## config.mk

```make
export PLATFORM = sky130hd
export DESIGN_NAME = nibble_insn_tx
export DESIGN_NICKNAME = d
export VERILOG_FILES = /design/src/rtl/pcpi_link_pkg.sv /design/src/rtl/nibble_insn_tx.sv
export SDC_FILE = /design/constraint.sdc
export NUM_CORES = 1
export LEC_CHECK = 0
export CORE_ASPECT_RATIO = 0.5
export CORE_MARGIN = 2
export CORE_UTILIZATION = 60
export CTS_BUF_LIST = sky130_fd_sc_hd__clkbuf_4 sky130_fd_sc_hd__clkbuf_8
export CTS_CLUSTER_DIAMETER = 100
export DETAILED_ROUTE_END_ITERATION = 7
export HOLD_SLACK_MARGIN = 0.12
export PLACE_DENSITY = 0.82
export SYNTH_ARGS = -nofsm -noshare
export SYNTH_HDL_FRONTEND = slang
export SYNTH_SLANG_ARGS = --single-unit
```

## constraint.sdc

```tcl
create_clock -name clk -period 5.8 [get_ports clk]
set_input_delay 1.16 -clock clk [delete_from_list [all_inputs] [get_ports clk]]
set_output_delay 1.16 -clock clk [all_outputs]
set_load 0.02 [all_outputs]
```

## src/rtl/pcpi_link_pkg.sv

```systemverilog
// Constants and FSM state type shared by the host transmitter and the
// PCPI coprocessor tile's nibble receiver.
package pcpi_link_pkg;

  localparam int unsigned INSN_W   = 32;
  localparam int unsigned NIBBLE_W = 4;
  localparam int unsigned NIBBLES  = 8;

  typedef enum logic [1:0] {
    ST_IDLE,
    ST_SEND,
    ST_RELEASE,
    ST_GAP
  } link_state_e;

endpackage

```

## src/rtl/nibble_insn_tx.sv

```systemverilog
// Host-side serialiser: sends a 32-bit instruction word as eight nibbles,
// LSB nibble first, using a send/ack handshake with the coprocessor tile.
module nibble_insn_tx
  import pcpi_link_pkg::*;
#(
  parameter int unsigned ACK_TIMEOUT = 64,
  parameter int unsigned GAP_CYCLES  = 16
) (
  input  logic                clk,
  input  logic                rst_n,
  input  logic                word_valid,
  input  logic [INSN_W-1:0]   word_data,
  output logic                word_ready,
  output logic [NIBBLE_W-1:0] seg_out,
  output logic                send_out,
  input  logic                ack_in,
  output logic                busy,
  output logic                done,
  output logic                timeout_err
);

  localparam int unsigned         IDX_W    = $clog2(NIBBLES);
  localparam logic [IDX_W-1:0]    IDX_LAST = IDX_W'(NIBBLES - 1);
  localparam logic [31:0]         TO_LAST  = 32'(ACK_TIMEOUT - 1);
  localparam logic [31:0]         GAP_LAST = 32'(GAP_CYCLES - 1);

  link_state_e         state_q, state_d;
  logic [IDX_W-1:0]    idx_q, idx_d;
  logic [INSN_W-1:0]   word_q, word_d;
  logic [31:0]         to_cnt_q, to_cnt_d;
  logic [31:0]         gap_cnt_q, gap_cnt_d;
  logic                done_q, done_d;
  logic                terr_q, terr_d;

  always_ff @(posedge clk or negedge rst_n) begin
    if (!rst_n) begin
      state_q   <= ST_IDLE;
      idx_q     <= '0;
      word_q    <= '0;
      to_cnt_q  <= '0;
      gap_cnt_q <= '0;
      done_q    <= 1'b0;
      terr_q    <= 1'b0;
    end else begin
      state_q   <= state_d;
      idx_q     <= idx_d;
      word_q    <= word_d;
      to_cnt_q  <= to_cnt_d;
      gap_cnt_q <= gap_cnt_d;
      done_q    <= done_d;
      terr_q    <= terr_d;
    end
  end

  always_comb begin
    state_d   = state_q;
    idx_d     = idx_q;
    word_d    = word_q;
    to_cnt_d  = to_cnt_q;
    gap_cnt_d = gap_cnt_q;
    done_d    = 1'b0;
    terr_d    = 1'b0;
    unique case (state_q)
      ST_IDLE: begin
        if (word_valid) begin
          word_d   = word_data;
          idx_d    = '0;
          to_cnt_d = '0;
          state_d  = ST_SEND;
        end
      end
      ST_SEND: begin
        // ack is checked before the timeout so a same-cycle ack wins
        if (ack_in) begin
          if (idx_q == IDX_LAST) begin
            gap_cnt_d = '0;
            done_d    = 1'b1;
            state_d   = ST_GAP;
          end else begin
            idx_d   = idx_q + 1'b1;
            state_d = ST_RELEASE;
          end
        end else if ((ACK_TIMEOUT != 0) && (to_cnt_q == TO_LAST)) begin
          terr_d  = 1'b1;
          state_d = ST_IDLE;
        end else begin
          to_cnt_d = to_cnt_q + 32'd1;
        end
      end
      ST_RELEASE: begin
        to_cnt_d = '0;
        state_d  = ST_SEND;
      end
      ST_GAP: begin
        if (gap_cnt_q == GAP_LAST) begin
          state_d = ST_IDLE;
        end else begin
          gap_cnt_d = gap_cnt_q + 32'd1;
        end
      end
      default: state_d = ST_IDLE;
    endcase
  end

  always_comb begin
    word_ready  = (state_q == ST_IDLE);
    busy        = (state_q != ST_IDLE);
    send_out    = (state_q == ST_SEND);
    seg_out     = '0;
    if (state_q == ST_SEND) begin
      seg_out = word_q[NIBBLE_W*idx_q +: NIBBLE_W];
    end
    done        = done_q;
    timeout_err = terr_q;
  end

endmodule

```

==> results of run 1 <==
==> sequential cells by signal, indices dropped and copies added, names as in the netlist <==
register	flops
idx_q	3
state_q	2
timeout_err	1
word_q	32
gap_cnt_q	32
to_cnt_q	32
done	1
==> final timing paths <==
path / startpoint / endpoint / slack, ns / cells after the start
min: word_q[9] / word_q[9] / 0.51 / 1
min in group asynchronous: rst_n / to_cnt_q[19] / 0.86 / 1
max reg2reg: state_q[1] / gap_cnt_q[16] / 2.51 / 5
min reg2reg: word_q[9] / word_q[9] / 0.51 / 1
max: state_q[1] / send_out / 1.87 / 3
max in group asynchronous: rst_n / gap_cnt_q[25] / 3.86 / 2
==> report_power, final <==
group	switching [mW]	internal, mW	total [mW]
Sequential	0.240	0.926	1.17
Combinational	0.528	0.471	1.00
Clock	0.257	0.163	0.420
Total	1.03	1.56	2.59
==> cells in the final DEF, fill, tap and decap left out, types with 3 or more instances in the layout <==
| cell | Yosys | layout |
|---|---|---|
| a22o_1 | 3 | 3 |
| inv_1 | 8 | 8 |
| dfrtp_1 | 103 | 103 |
| and3_1 | 13 | 13 |
| or2_2 | 3 | 3 |
| nand4_1 | 25 | 25 |
| o21ai_0 | 27 | 27 |
| o21a_1 | 8 | 8 |
| a211o_1 | 9 | 9 |
| nor4_1 | 24 | 24 |
| clkbuf_8 | 3 | 9 |
| nand2b_1 | 5 | 5 |
| nand2_1 | 39 | 39 |
| buf_4 | 1 | 5 |
| and2_1 | 9 | 9 |
| a21o_1 | 5 | 5 |
| nor3_1 | 12 | 12 |
| o41ai_1 | 3 | 3 |
| a21oi_1 | 24 | 24 |
| mux2_2 | 33 | 33 |
| nor2_1 | 30 | 30 |
| a41oi_1 | 7 | 7 |
| a31oi_1 | 26 | 26 |
| nand3_1 | 38 | 38 |
| mux2i_1 | 5 | 5 |
| ha_1 | 4 | 4 |
| mux4_2 | 8 | 8 |
| o31ai_1 | 17 | 17 |
| clkdlybuf4s50_1 | 0 | 43 |
==> per-layer routing <==
layer	vias to the layer above	track usage, %	share of wire, %
li1	2243	-	-
met2	144	45.52	49
met1	2419	36.86	44
met3	19	6.102	4.9
met5	-	0	0
met4	0	7.556	1.2
==> cell type report <==
cell class	count	area, µm²
fillers	735	3029
inverters	9	33.78
flip-flops and latches	103	2577
repair buffers	48	467.9
multi-input cells	419	2884
clock buffers	10	131.4
clock inverters	6	46.29
well taps	121	151.4
==> stage by stage <==
step,power [mW],worst slack (ns),cells,hold WS [ns]
CTS,2.589,1.868,716,0.5170
finish,2.586,1.869,716,0.5122
floorplan,1.879,3.054,568,0.4524
global route,2.749,1.769,716,0.5262
detailed placement,2.171,2.032,700,0.4933
global placement,2.111,2.136,700,0.4855
==> worst max-delay path: cells and delay by family (launching register included) <==
kind                   cells  cell delay, ns
AND/OR/NAND/NOR            1            0.75
buffers and inverters      2            1.17
flip-flops                 1            0.48
==> logic make-up (layout without fill, tap and decap cells) <==
logic type	count (synthesis)	count (layout)
mux	46	46
fa+ha+maj	4	4
xor+xnor	1	1
buf+inv	46	73
flops	103	103
simple gates	220	220
compound gates	148	148
==> out/metrics.cfg, run 1 <==
[clock_network]
cts_buffer_depth = 2
numCtsBuffers = 9
postCtsHoldBufs = 0
cts_sinks = 103
cts-root-buf = clkbuf_8
clock_latency_ns = 0.38
post_cts_resized = 0
post_cts_buffers = 0
cts_tree = yes
htreeDepth = 3
cts.clk_slew.worst_paths_ns = 0.10

[synthesis]
synth_flop_cell = dfrtp_1
synth_common_cells = dfrtp_1, nand2_1, nand3_1
ys_warn_count = 0
synthCells = 568
yosysUniqueCellTypes = 66
netlist_area_um2 = 5685
synthXorXnorAreaFrac_pct = 0.1540
syn_avg_cell_area_um2 = 10.01
synth.area.top_cells = dfrtp_1, mux2_2, nand3_1, mux4_2, a31oi_1
yosys.area_share.adder_pct = 0.8803
synth_top_area_share_pct = 45.33
synth_top_family_by_area = simple AND/OR/NAND/NOR gates
synthArstFlopShare_pct = 100.0
synth.largest_area_cell = dfrtp_1
synth_edf_count = 0
synthMostInstantiatedCell = dfrtp_1
synth_seq_cells = 103
ys_seq_area_share_pct = 45.33
yosys.area_share.simple_pct = 21.46
synth_mux_area_share_pct = 10.59
syn_nets = 608
synth_compound_area_share_pct = 17.65

[timing]
finClkSkew_ns = 0.008919
maxSlewHeadroom_pct = 21.85
fmax_mhz = 254.4
fin_crit_sh_pct = 67.78
setup_viol = 0
setup_tns_ns = 0
layout_min_cycle_time_ns = 3.931
hold_violations = 0
maxSlewViolCount = 0
rsz0062_at_grt = no
tightest_slew_ns = 1.166

[floorplan]
dieArea_um2 = 10320
die_w_um = 141.7
fp.dieH_um = 72.83
core_region_area_um2 = 9321
core.rowCount = 25
start_util_pct = 60.99
io_pins = 45

[drt]
drtAntennaViolNets = 0
dr.pass1.iters = 5
vias = 4825
drt_iter0_markers = 416
wirelength_um = 13450
wl_per_cell_um = 18.78
routed_via_density = 6.739
drc_errors = 0

[critical_path]
critical-path-max-stage-delay_ns = 0.75
worstPathRequired_ns = 4.64
setup.worst_path.start_class = flop
crit_type = flop to output port
cpMaxStageDelayCell = nand2b_1
path_max_fanout = 21
crit_path_end_kind = output port
crit_arrival_ns = 2.77
path_cells = nand2b_1 -> clkinv_1 -> clkdlybuf4s50_1

[layout]
final_util_pct = 67.50
area_growth_pct = 10.67
fin_nets = 630
layout-drive-gt1-share_pct = 13.78
stdcell_area_um2 = 6292
insertedDiodeCount = 0

[global_routing]
grt_pass1_vias = 4487
grtUsageTotal_pct = 27.32
grt_max_degree = 68
grt_antenna_before_repair = 0
grt_overflow_total = 0
grt_pass1_wl_um = 22270

[outcome]
outcome = complete, no violations

[place]
numPortBuffers = 44
place_area_um2 = 6115
gp_congestion = 0.8944
dp_hpwl_um = 9214

[pwr]
cellLeakagePower_nw = 2.574
ir_worst_vdd_mv = 0.1845
power_density_nw_per_um2 = 410.9

[job]
maxCapViolCount = 0

[worst_hold_path]
hold_class = flop to flop

Note: power is estimated with default switching activity, not from simulation.
==> run 2, diff against run 1 <==
--- a/config.mk
+++ b/config.mk
@@ -7,12 +7,12 @@
 export LEC_CHECK = 0
 export CORE_ASPECT_RATIO = 0.5
 export CORE_MARGIN = 2
-export CORE_UTILIZATION = 60
+export CORE_UTILIZATION = 55
 export CTS_BUF_LIST = sky130_fd_sc_hd__clkbuf_4 sky130_fd_sc_hd__clkbuf_8
 export CTS_CLUSTER_DIAMETER = 100
 export DETAILED_ROUTE_END_ITERATION = 7
 export HOLD_SLACK_MARGIN = 0.12
-export PLACE_DENSITY = 0.82
+export PLACE_DENSITY = 0.79
 export SYNTH_ARGS = -nofsm -noshare
 export SYNTH_HDL_FRONTEND = slang
 export SYNTH_SLANG_ARGS = --single-unit
==> constraint.sdc (replaced) <==
create_clock -name clk -period 3.4 [get_ports clk]
set_input_delay 0.68 -clock clk [delete_from_list [all_inputs] [get_ports clk]]
set_output_delay 0.68 -clock clk [all_outputs]
set_load 0.02 [all_outputs]
==> run 2 against run 1 <==
  * Critical path depth is 1 higher
  * Total power up 72%
  * Clock skew shrank 0.00090 ns
  * Sequential share of layout area decreased by 0.67 points
  * Clock-buffer cell count rose by 1
  * Non-clock buffer count rose by 9
  * Routed wire length is 1.9% higher
  * Via count rose by 0.27%
  * Sequential cell count unchanged
  * Worst setup slack worse by 1.6 ns
  * Utilization decreased by 4.3 points
  * Worst hold slack worse by 0.23 ns
  * Critical path type unchanged
  * Largest power group unchanged
==> out/metrics.cfg, run 2 (synthesis results as in run 1) <==
[outcome]
outcome = complete, no violations

[timing]
tightest_slew_ns = 0.8771
maxSlewHeadroom_pct = 41.04
setup_viol = 0
hold_violations = 0
fmax_mhz = 319.8
setup_tns_ns = 0
rsz0062_at_grt = no
maxSlewViolCount = 0
finClkSkew_ns = 0.008019
layout_min_cycle_time_ns = 3.127
finalHoldWorstSlack_ns = 0.2843
fin_crit_sh_pct = 91.98

[critical_path]
crit_arrival_ns = 2.45
reg2reg_depth = 6
r2r_slack_ns = 0.97
path_max_fanout = 10
crit_path_end_kind = output port
reg2reg_from = idx_q[0]
r2r_end = gap_cnt_q[1]
crit_type = flop to output port
setup.worst_path.start_class = flop
worstPathRequired_ns = 2.72

[clock_network]
cts.clk_slew.worst_paths_ns = 0.10
cts_sinks = 103
cts_buffer_depth = 2
cts_tree = yes
clock_latency_ns = 0.38
post_cts_resized = 0
cts-root-buf = clkbuf_8
htreeDepth = 3
numCtsBuffers = 9
post_cts_buffers = 0
postCtsHoldBufs = 0

[drt]
drt_iter0_markers = 423
wirelength_um = 13700
vias = 4838
routed_via_density = 6.503
drtAntennaViolNets = 0
dr.pass1.iters = 5
wl_per_cell_um = 18.41
drc_errors = 0

[place]
gp_congestion = 0.8475
place_inst = 728
place_area_um2 = 6218
numPortBuffers = 44
dp_hpwl_um = 9521

[layout]
fin_nets = 639
final_common_cell = dfrtp_1
insertedDiodeCount = 0
final_cells = 744
fill_cells = 815
mostFrequentLayoutCells = dfrtp_1, clkdlybuf4s50_1, nand2_1, nand3_1, mux2_2
top_regs = gap_cnt_q: 32 flops, to_cnt_q: 32 flops, word_q: 32 flops
area_growth_pct = 12.52
final_util_pct = 63.23
stdcell_area_um2 = 6397
layout-drive-gt1-share_pct = 15.07

[worst_hold_path]
hold_class = primary input to async pin

[floorplan]
core.rowCount = 26
start_util_pct = 56.20
die_w_um = 147.8
fp.dieH_um = 75.90
core_region_area_um2 = 10120
io_pins = 45
dieArea_um2 = 11220

[pwr]
ir_worst_vdd_mv = 0.3144
cellLeakagePower_nw = 2.626
power_density_nw_per_um2 = 695.2

[job]
maxCapViolCount = 0

[global_routing]
grtUsageTotal_pct = 25.52
grt_overflow_total = 0
grt_pass1_wl_um = 22440
grt_max_degree = 45
grt_pass1_vias = 4367
grt_antenna_before_repair = 0

-- run 2: final cells by class --
| cell class | count | area, µm² | share of cell area (%) |
|---|---|---|---|
| flip-flops and latches | 103 | 2577 | 40.29 |
| clock inverters | 5 | 33.78 | 0.5281 |
| inverters | 9 | 33.78 | 0.5281 |
| clock buffers | 11 | 145.1 | 2.269 |
| repair buffers | 57 | 548.0 | 8.566 |
| well taps | 140 | 175.2 | 2.738 |
| multi-input cells | 419 | 2884 | 45.08 |
-- run 2: stage by stage --
step | setup slack (ns) | power [mW]
final | 0.2728 | 4.448
after global routing | 0.09911 | 4.736
after CTS | 0.2410 | 4.455
after detailed placement | 0.6680 | 3.744
after global placement | 0.7412 | 3.666
after floorplan | 1.134 | 3.206
-- run 2: routing by layer --
metal  GRT usage (%)  vias up  part of all wire, %
met1           35.93     2418                   46
met4           6.090        0                 0.64
met2           41.76      154                   48
met3           5.090       10                  5.6
met5               0        -                    0
li1                -     2256                    -
-- run 2: worst max-delay path by stage --
| stage | start | slack, ns | cells after the start | to |
|---|---|---|---|---|
| finish | idx_q[0] | 0.27 | 4 | seg_out[1] |
| global placement | idx_q[0] | 0.74 | 4 | seg_out[2] |
| detailed placement | idx_q[0] | 0.67 | 4 | seg_out[1] |
| floorplan | idx_q[0] | 1.13 | 4 | seg_out[0] |
| global route | idx_q[0] | 0.1 | 4 | seg_out[1] |
| CTS | idx_q[0] | 0.24 | 4 | seg_out[1] |
-- run 2: power by group --
group          internal (mW)  switching [mW]  total (mW)
clock                  0.293           0.424       0.717
sequential              1.58           0.423        2.00
combinational          0.829           0.898        1.73
-- run 2: worst max-delay path, stage by stage, from the launching register on --
cell             delay (ns)
dfrtp_1                0.71
mux4_2                 0.58
mux2i_1                0.17
nor2_1                 0.06
clkdlybuf4s50_1        0.54
==> run 3, diff against run 2 <==
--- a/config.mk
+++ b/config.mk
@@ -13,6 +13,7 @@
 export DETAILED_ROUTE_END_ITERATION = 7
 export HOLD_SLACK_MARGIN = 0.12
 export PLACE_DENSITY = 0.79
+export SLEW_MARGIN = 40
 export SYNTH_ARGS = -nofsm -noshare
 export SYNTH_HDL_FRONTEND = slang
 export SYNTH_SLANG_ARGS = --single-unit
==> run 3 against run 2 <==
  * Sequential power hardly changed
  * Worst setup slack worse by 0.0012 ns
  * First-iteration DRC count is 14% higher
  * Sequential share of layout area is 0.055 points lower
  * Register-to-register slack hardly changed
  * Critical path type unchanged
  * Critical endpoint unchanged
==> out/metrics.cfg, run 3 (synthesis results as in run 1) <==
[drt]
vias = 4830
wl_per_cell_um = 18.34
wirelength_um = 13640
drtAntennaViolNets = 0
drc_errors = 0
routed_via_density = 6.492
dr.pass1.iters = 5
drt_iter0_markers = 484

[place]
numPortBuffers = 44
place_area_um2 = 6218
gp_congestion = 0.8475
post-place-ws_ns = 0.6680
dp_hpwl_um = 9521

[outcome]
outcome = complete, no violations

[layout]
fin_nets = 639
layout-drive-gt1-share_pct = 15.07
top_regs = gap_cnt_q: 32 flops, to_cnt_q: 32 flops, word_q: 32 flops
mostFrequentLayoutCells = dfrtp_1, clkdlybuf4s50_1, nand2_1, nand3_1, mux2_2
area_growth_pct = 12.68
stdcell_area_um2 = 6406
final_common_cell = dfrtp_1
insertedDiodeCount = 0

[clock_network]
cts_sinks = 103
post_cts_resized = 0
cts_buffer_depth = 2
cts-root-buf = clkbuf_8
cts_tree = yes
clock_latency_ns = 0.38
cts.clk_slew.worst_paths_ns = 0.10
numCtsBuffers = 9
post_cts_buffers = 0
postCtsHoldBufs = 0
htreeDepth = 3

[timing]
setup_viol = 0
finClkSkew_ns = 0.009163
fin_crit_sh_pct = 92.01
tightest_slew_ns = 0.7380
setup_tns_ns = 0
layout_min_cycle_time_ns = 3.128
maxSlewHeadroom_pct = 50.34
fmax_mhz = 319.7
hold_violations = 0
fin_ws_ns = 0.2716
finalHoldWorstSlack_ns = 0.2839
maxSlewViolCount = 0
rsz0062_at_grt = no

[critical_path]
crit_type = flop to output port
cp_num_buf_inv = 1
critPathTopFamily = multiplexers
path_cells = mux4_2 -> mux2i_1 -> nor2_1 -> clkdlybuf4s50_1
cpMaxStageDelayCell = dfrtp_1
setup.worst_path.start_class = flop
worstPathRequired_ns = 2.72
crit_arrival_ns = 2.45
critical-path-max-stage-delay_ns = 0.71
path_max_fanout = 10
crit_path_end_kind = output port

[global_routing]
grt_pass1_vias = 4367
grt_pass1_wl_um = 22440
grt_antenna_before_repair = 0
grt_max_degree = 45
grt_overflow_total = 0
grtUsageTotal_pct = 25.52

[floorplan]
fp.dieH_um = 75.90
core.rowCount = 26
die_w_um = 147.8
dieArea_um2 = 11220
core_region_area_um2 = 10120
io_pins = 45
start_util_pct = 56.20

[worst_hold_path]
hold_class = primary input to async pin

[pwr]
p_int_mw = 2.703
power_switching_mw = 1.747
cellLeakagePower_nw = 2.642
ir_worst_vdd_mv = 0.3114
p_seq_share_pct = 45.0
p_total_mw = 4.451
switching_share_pct = 39.26
power_density_nw_per_um2 = 694.7
p_comb_share_pct = 38.8
pwr-share-clk_pct = 16.2

[job]
maxCapViolCount = 0

run 3: cell count changes in the layout (fill, tap and decap cells not counted):
cell | before | now
nor4_2 | 1 | 0
nor4_4 | 1 | 2
run 3: stage by stage:
step,cells,utilization (%)
finish,744,63.32
global route,744,63.32
CTS,744,63.23
detailed placement,728,61.46
global placement,728,61.46
floorplan,568,-
run 3: path summary, 6_finish.rpt:
kind	from	endpoint	slack, ns	cells after the start
min in group clk	to_cnt_q[31]	to_cnt_q[31]	0.50	1
max in group asynchronous	rst_n	to_cnt_q[20]	2.37	2
max reg2reg	gap_cnt_q[12]	gap_cnt_q[15]	0.96	6
max	idx_q[0]	seg_out[1]	0.27	4
min reg2reg	to_cnt_q[31]	to_cnt_q[31]	0.50	1
min	rst_n	gap_cnt_q[2]	0.28	1
run 3: layout make-up:
class                   count  area (µm²)
fillers                   814        3711
multi-input cells         419        2893
flip-flops and latches    103        2577
repair buffers             57       548.0
well taps                 140       175.2
clock buffers              11       145.1
clock inverters             5       33.78
inverters                   9       33.78
run 3: metal layers:
layer,track usage [%],routed length (µm)
met1,35.93,6312
met3,5.090,705
met2,41.76,6507
met4,6.090,118
met5,0,0
run 3: power groups by stage:
| stage | registers [mW] | clock network, mW | logic, mW |
|---|---|---|---|
| 2_1_floorplan | 1.79 | 0 | 1.41 |
| 3_3_place_gp | 2.00 | 0 | 1.66 |
| 3_5_place_dp | 2.02 | 0 | 1.73 |
| 4_1_cts | 2.00 | 0.731 | 1.73 |
| 5_1_grt | 2.07 | 0.777 | 1.89 |
| 6_report | 2.00 | 0.720 | 1.73 |
